<file path="src/rtl/nibble_deframer_pkg.sv">
// Shared types and defaults for the serial nibble deframer.
package deframer_pkg;

   typedef enum logic [1:0] {HUNT, DATA, CHECK} dfr_state_t;

   typedef logic [3:0] nibble_t;

   localparam logic [3:0] DFLT_SYNC = 4'hA;

endpackage

</file>
<file path="src/rtl/nibble_fifo.sv">
// Circular nibble buffer; a full FIFO still accepts a push when a pop frees a slot the same cycle.
module nibble_fifo
   import deframer_pkg::*;
#(
   parameter int DEPTH = 4
) (
   input  logic    clk,
   input  logic    reset,
   input  logic    push,
   input  logic    pop,
   input  nibble_t din,
   output nibble_t dout,
   output logic    full,
   output logic    empty
);

   localparam int AW = $clog2(DEPTH);

   // Extra MSB on each pointer distinguishes full from empty when indices match.
   logic [AW:0] wptr, rptr;
   nibble_t     mem [DEPTH];
   logic        wr, rd;

   assign empty = (wptr == rptr);
   assign full  = (wptr[AW] != rptr[AW]) && (wptr[AW-1:0] == rptr[AW-1:0]);
   assign wr    = push && (!full || pop);
   assign rd    = pop && !empty;
   assign dout  = mem[rptr[AW-1:0]];

   always_ff @(posedge clk) begin
      if (reset) begin
         wptr <= '0;
         rptr <= '0;
      end else begin
         if (wr) wptr <= wptr + 1'b1;
         if (rd) rptr <= rptr + 1'b1;
      end
   end

   always_ff @(posedge clk) begin
      if (wr) mem[wptr[AW-1:0]] <= din;
   end

endmodule

</file>
<file path="src/rtl/nibble_deframer.sv">
// Hunts a serial stream for a sync word, assembles framed nibbles, checks the XOR check nibble
// and presents buffered nibbles in divide-by-4 windows.
module nibble_deframer
   import deframer_pkg::*;
#(
   parameter logic [3:0] SYNC_WORD     = DFLT_SYNC,
   parameter int         FRAME_NIBBLES = 4,
   parameter int         FIFO_DEPTH    = 4
) (
   input  logic       fast_clk,
   input  logic       reset,
   input  logic       sdin,
   input  logic       sdin_valid,
   input  logic       stall,
   output logic [3:0] data,
   output logic       data_valid,
   output logic [1:0] phase,
   output logic       locked,
   output logic       chk_err,
   output logic       overflow
);

   dfr_state_t state, state_n;
   logic [2:0] sr;
   logic [1:0] bitcnt, bitcnt_n;
   logic [3:0] nibcnt, nibcnt_n;
   nibble_t    chk, chk_n;
   nibble_t    nib, fifo_dout;
   logic       push, pop, chk_err_n, fifo_full, fifo_empty;

   assign nib    = {sr, sdin};
   assign pop    = (phase == 2'd3) && !fifo_empty && !stall;
   assign locked = (state == DATA) || (state == CHECK);

   nibble_fifo #(.DEPTH(FIFO_DEPTH)) u_fifo (
      .clk   (fast_clk),
      .reset (reset),
      .push  (push),
      .pop   (pop),
      .din   (nib),
      .dout  (fifo_dout),
      .full  (fifo_full),
      .empty (fifo_empty)
   );

   always_ff @(posedge fast_clk) begin
      if (reset) begin
         state    <= HUNT;
         bitcnt   <= '0;
         nibcnt   <= '0;
         chk      <= '0;
         chk_err  <= 1'b0;
         sr       <= '0;
         phase    <= '0;
         data     <= '0;
         data_valid <= 1'b0;
         overflow <= 1'b0;
      end else begin
         state   <= state_n;
         bitcnt  <= bitcnt_n;
         nibcnt  <= nibcnt_n;
         chk     <= chk_n;
         chk_err <= chk_err_n;
         phase   <= phase + 2'd1;
         if (sdin_valid) sr <= nib[2:0];
         // Output register only moves on the window boundary.
         if (phase == 2'd3) begin
            data_valid <= pop;
            if (pop) data <= fifo_dout;
         end
         if (push && fifo_full && !pop) overflow <= 1'b1;
      end
   end

   always_comb begin
      state_n   = state;
      bitcnt_n  = bitcnt;
      nibcnt_n  = nibcnt;
      chk_n     = chk;
      push      = 1'b0;
      chk_err_n = 1'b0;
      case (state)
         HUNT: begin
            if (sdin_valid && nib == SYNC_WORD) begin
               state_n  = DATA;
               bitcnt_n = '0;
               nibcnt_n = '0;
               chk_n    = '0;
            end
         end
         DATA: begin
            if (sdin_valid) begin
               if (bitcnt == 2'd3) begin
                  push     = 1'b1;
                  chk_n    = chk ^ nib;
                  nibcnt_n = nibcnt + 4'd1;
                  bitcnt_n = '0;
                  if (nibcnt_n == 4'(FRAME_NIBBLES)) state_n = CHECK;
               end else begin
                  bitcnt_n = bitcnt + 2'd1;
               end
            end
         end
         CHECK: begin
            if (sdin_valid) begin
               if (bitcnt == 2'd3) begin
                  chk_err_n = (nib != chk);
                  bitcnt_n  = '0;
                  state_n   = HUNT;
               end else begin
                  bitcnt_n = bitcnt + 2'd1;
               end
            end
         end
         default: state_n = HUNT;
      endcase
   end

endmodule

</file>
<file path="config.mk">
export PLATFORM = sky130hd
export DESIGN_NAME = nibble_deframer
export DESIGN_NICKNAME = d
export VERILOG_FILES = /design/src/rtl/nibble_deframer_pkg.sv /design/src/rtl/nibble_fifo.sv /design/src/rtl/nibble_deframer.sv
export SDC_FILE = /design/constraint.sdc
export NUM_CORES = 1
export LEC_CHECK = 0
export BUFFER_PORTS_ARGS = -buffer_cell sky130_fd_sc_hd__buf_2
export CAP_MARGIN = 20
export CORE_ASPECT_RATIO = 1.4
export CORE_MARGIN = 2
export CORE_UTILIZATION = 40
export DETAILED_ROUTE_END_ITERATION = 8
export GPL_TIMING_DRIVEN = 0
export PLACE_DENSITY = 0.54
export SLEW_MARGIN = 10
export SYNTH_ARGS = -nofsm -noshare
export SYNTH_HDL_FRONTEND = slang
export SYNTH_SLANG_ARGS = --single-unit
</file>
<file path="constraint.sdc">
create_clock -name fast_clk -period 3.55 [get_ports fast_clk]
set_input_delay 0.71 -clock fast_clk [delete_from_list [all_inputs] [get_ports fast_clk]]
set_output_delay 0.71 -clock fast_clk [all_outputs]
set_load 0.005 [all_outputs]
</file>
== Yosys cells after proc, flatten, opt, wreduce, memory -nomap -nowiden ==
Memories as Yosys holds them, arrays and structs flattened. A register that Yosys moved wholly into a read port is not among the register bits.
Cells that the tools add are included.
Cells by class
  mux-type cells: 23
  bitwise operators: 4
  reductions and logical operators: 23
  equal/unequal tests: 17
  $add $sub $neg: 5
Operators by type and width (number)
  $mux W4: 5
  $mux W2: 9
  $pmux W4 S2: 2
  $logic_and A1 B1 Y1: 8
  $ne A2 B1 Y1 const B: 4
  $add A3 B1 Y3 const B: 2
  $eq A2 B2 Y1 const B: 3
  $ne A2 B2 Y1 const B: 3
  $pmux W2 S3: 1
  $reduce_and A6 Y1: 1
  $mux W1: 5
  $add A2 B1 Y2 const B: 2
  $add A4 B1 Y4 const B: 1
  $eq A4 B3 Y1 const B: 1
  $eq A4 B4 Y1 const B: 1
  $logic_not A1 Y1: 4
  $ne A4 B4 Y1: 1
  $pmux W2 S2: 1
  $reduce_and A4 Y1: 1
  $reduce_bool A2 Y1: 2
  $reduce_or A4 Y1: 1
  $xor A4 B4 Y4: 1
  $eq A3 B3 Y1: 1
  $not A1 Y1: 3
  8 further kinds: 9
Storage, ports and cells
  memories: 1
  memory bits (writable): 16
  output and inout port bits: 10
  register bits: 26
Memories
  u_fifo.mem: depth 4, width 4, read ports 1, clocked after Yosys merged registers in 1, write ports 1, line nibble_fifo.sv:21  | nibble_t mem [DEPTH];

== Longest topological paths before layout ==
  word-level depth: 8
  depth in mapped cells: 7
  depth with buffers taken out: 6

== By module ==
Synthesis repeated with hierarchy kept, for this count alone.
Second synthesis, totals
  cell total of the unflattened synthesis: 200
  area, all modules: 2339.7 µm²
By module, submodules not included
  nibble_deframer: area each 1226.2 µm², seq. area each 480.5 µm², cells an instance 125, times used 1
  nibble_fifo: area each 1113.6 µm², seq. area each 640.6 µm², cells an instance 75, times used 1

== Worst setup path after synthesis ==
No wires, ideal clock.
  kind: in2reg
  start point: in stall
  end point: reg u_fifo.wptr[2]
  data arrival time: 1.678 ns
  path slack: 1.751 ns
  stages on the path: 4
  path buffers: 0
  cell sequence: nand2b_1 > a41oi_2 > and2_4 > mux2_2
On the way
  word-level cells in the longest chain between the ends: 4
RTL lines
  from (decl): line nibble_deframer.sv:14  | input logic stall,
  $logic_not A1 Y1: line nibble_deframer.sv:32  | assign pop = (phase == 2'd3) && !fifo_empty && !stall;
  $logic_and A1 B1 Y1: line nibble_deframer.sv:32
  $logic_or A1 B1 Y1: line nibble_fifo.sv:26  | assign wr = push && (!full || pop);
  $logic_and A1 B1 Y1: line nibble_fifo.sv:26
  to (signal assigned): line nibble_fifo.sv:35  | if (wr) wptr <= wptr + 1'b1;
  to (decl): line nibble_fifo.sv:20  | logic [AW:0] wptr, rptr;
Every way passes these cells.
A chain may end at the register's enable or synchronous reset.

== Final worst setup path ==
  start point: reg state[1]
  end point: reg u_fifo.wptr[2]
On the way
  word-level cells in the longest chain between the ends: 3
RTL lines
  from (decl): line nibble_deframer.sv:23  | dfr_state_t state, state_n;
  from (signal assigned): line nibble_deframer.sv:59  | state <= state_n;
  $eq A2 B1 Y1: line nibble_deframer.sv:82  | case (state)
  $mux W1: line nibble_deframer.sv:82
  $logic_and A1 B1 Y1: line nibble_fifo.sv:26
Every way passes these cells.

==> flow_summary_export.csv <==
group,metric,value,unit
critical_path,cp.arrival,2200,ps
global_route,grt_usage,0.162,
placed_design,hpwl,3250,um
power_and_ir_drop,internal_power,0.000783,W
critical_path,required,3750,ps
die,die_width,66.8,um
clock_network,hold_buffers,0,
synthesis,yosysSeqAreaShare,0.490,
timing,clock_skew,4.59,ps
timing,fmax,499,MHz
timing,holdWs,449,ps
synthesis,synthArstFlopShare,0,
critical_path,critPathCaptureType,"flip-flop",
clock_network,clkTransAtPathRegs,90,ps
power_and_ir_drop,pwr_density_cell,414,nW/um^2
timing,grt_setup_unrepaired,"false",
placed_design,place.gp.congestion,0.713,
power_and_ir_drop,clkPwrFrac,0.386,
synthesis,ys_ff_latch,46,
synthesis,syn-num-nets,213,
synthesis,synth.largest_area_cell,"dfxtp_1",
critical_path,reg2reg_setup_slack,1550,ps
synthesis,ys_warn_count,0,
layout,nets,234,
clock_network,cts_resized,0,
clock_network,clock-root-buffer,"clkbuf_8",
min_path,hold_path.class,"flip-flop to flip-flop",
clock_network,clk_path_buf_depth,2,
detailed_routing,first_iter_violations,36,
critical_path,cp_max_fo,10,
synthesis,synthCells,195,
power_and_ir_drop,power.switching,0.000240,W
timing,worstMarginPinSlew,638,ps
layout,antennaDiodeCount,0,
critical_path,start_kind,"flip-flop",
min_path,hold_start,"phase[0]$_SDFF_PP0_",
layout,area_delta_synth_final,12.1,%
critical_path,max_stage_delay,340,ps
min_path,whs_path_depth,1,
synthesis,synth_flop_cell,"dfxtp_1",
critical_path,path_buf_inv,2,
layout,final_cell_mix,"dfxtp_1 (30), nor2_1 (22), buf_2 (16), edfxtp_1 (16), ha_1 (13)",
timing,fin_crit_sh,0.564,
critical_path,timing.rr.start,"state[1]$_SDFFE_PP0P_",
critical_path,worstPathCellList,"inv_1 > ha_1 > buf_2 > nand3_1 > a41oi_2 > and2_4 > mux2_2",
clock_network,clkSinkCount,46,
synthesis,yosysTopAreaCellShare,0.272,
job,maxCapViolCount,0,
die,dieArea,6140,sq um
layout,final_common_cell,"dfxtp_1",
global_route,grt_max_degree,16,
critical_path,crit_cells,7,
die,die-height,91.9,um
detailed_routing,route.detailed.wl_per_inst,15.3,um
global_route,first_global_vias,1582,
clock_network,numCtsBuffers,5,
global_route,grt_antenna_before_repair,0,
clock_network,h-tree-depth,2,
global_route,gr-total-overflow,0,
detailed_routing,vias,1511,
min_path,min_to,"phase[0]$_SDFF_PP0_",
critical_path,r2r_end,"u_fifo.wptr[2]$_SDFFE_PP0N_",
power_and_ir_drop,vdd_drop_max,0.178,mV
die,rows,32,
timing,finalSetupViolCount,0,
die,io_pins,15,
detailed_routing,routed_wl,4350,um
die,coreArea,5410,sq um
detailed_routing,viasPerCell,5.30,
critical_path,r2r_cells,7,
timing,drv_slew,0,
synthesis,synth_edf_count,16,
detailed_routing,firstDrtPassIters,5,
clock_network,clk_latency,300,ps
synthesis,ys_types,41,
clock_network,cts_tree,"done",
critical_path,cp_top_family,"simple AND/OR/NAND/NOR gates",
critical_path,cp_slowest_cell,"dfxtp_1",
global_route,grt_pass1_wl,7470,um
detailed_routing,drcViolationCount,0,
detailed_routing,ant_nets,0,
power_and_ir_drop,pwr-share-seq,0.540,
synthesis,syn_area_per_cell,11.3,sq um
synthesis,synth_area,2210,sq um
clock_network,post_cts_buffers,0,
placed_design,io_buffers,14,
timing,tns,0,ps
critical_path,path_class,"flip-flop to flip-flop",
die,start_util,0.408,
timing,hold_violations,0,
run_status,status,"complete, no violations",
timing,finalCriticalPeriod,2000,ps
power_and_ir_drop,p_leak,0.935,nW
power_and_ir_drop,switching_share,0.235,
synthesis,synth_area_leaders,"dfxtp_1 (27%), edfxtp_1 (22%), ha_1 (7.4%)",
power_and_ir_drop,comb_power_share,0.073,
layout,drive_gt1_frac,0.157,
timing,relSlewSlack,0.572,
[power by group through the flow]
stage | Combinational [W] | Sequential (W) | Clock [W]
6_report | 0.0000751 | 0.000553 | 0.000396
5_1_grt | 0.0000842 | 0.000554 | 0.000429
4_1_cts | 0.0000750 | 0.000553 | 0.000409
3_5_place_dp | 0.0000746 | 0.000565 | 0
3_3_place_gp | 0.0000716 | 0.000565 | 0
2_1_floorplan | 0.0000490 | 0.000564 | 0
[metal layers]
| metal | wire (um) | track usage |
|---|---|---|
| met5 | 0 | 0 |
| met1 | 1760 | 0.175 |
| met4 | 105 | 0.0850 |
| met3 | 149 | 0.0319 |
| met2 | 2340 | 0.290 |
[cell type report]
class	instances	area, sq um
clock buffers	5	68.8
fillers	527	2930
clock inverters	3	43.8
multi-input cells	131	1040
repair buffers	14	70.1
flip-flops and latches	46	1080
well taps	68	85.1
inverters	8	30.0
plain buffers	10	58.8
[synth_stat cells (4+ instances only)]
cell type and instances:
nand3_1 4, dfxtp_1 30, nor2_1 22, nor2b_1 4
inv_1 8, o21ai_0 6, nand4_1 4, xnor2_1 9
edfxtp_1 16, mux2i_1 11, clkbuf_1 5, nand4b_1 4
and2_1 4, a21oi_1 8, mux4_1 4, ha_1 13
nand2b_1 6
[metrics by stage]
step           cells  power (W)  area, sq um  setup WS (ps)   util
2_1_floorplan    195   0.000613         2210           1750      -
3_3_place_gp     277   0.000636         2360           1540  0.437
3_5_place_dp     277   0.000640         2360           1500  0.437
4_1_cts          285    0.00104         2470           1510  0.458
5_1_grt          285    0.00107         2470           1400  0.458
6_report         285    0.00102         2470           1550  0.458
[cells by family (layout without fill, tap and decap cells)]
| group | after synthesis | after routing | synth area share |
|---|---|---|---|
| compound gates | 34 | 34 | 0.108 |
| simple gates | 55 | 55 | 0.133 |
| buf+inv | 18 | 40 | 0.0403 |
| xor+xnor | 12 | 12 | 0.0476 |
| fa+ha+maj | 13 | 13 | 0.0737 |
| mux | 17 | 17 | 0.108 |
| flops | 46 | 46 | 0.490 |
[registers in the layout, summed over array words and instances (netlist names)]
signal	flops
u_fifo.mem	16
chk	4
data	4
nibcnt	4
sr	3
u_fifo.rptr	3
u_fifo.wptr	3
bitcnt	2
phase	2
state	2
chk_err	1
data_valid	1
overflow	1
[worst max-delay path by stage]
stage,start,end,slack (ps)
after floorplan,stall,u_fifo.wptr[2]$_SDFFE_PP0N_,1750
after global placement,reset,sr[2]$_SDFFE_PP0P_,1540
after CTS,state[1]$_SDFFE_PP0P_,u_fifo.wptr[2]$_SDFFE_PP0N_,1510
final,state[1]$_SDFFE_PP0P_,u_fifo.wptr[2]$_SDFFE_PP0N_,1550
after global routing,state[1]$_SDFFE_PP0P_,u_fifo.wptr[2]$_SDFFE_PP0N_,1400
after detailed placement,reset,bitcnt[1]$_SDFFE_PP0P_,1500
Note: power is estimated with default switching activity, not from simulation.
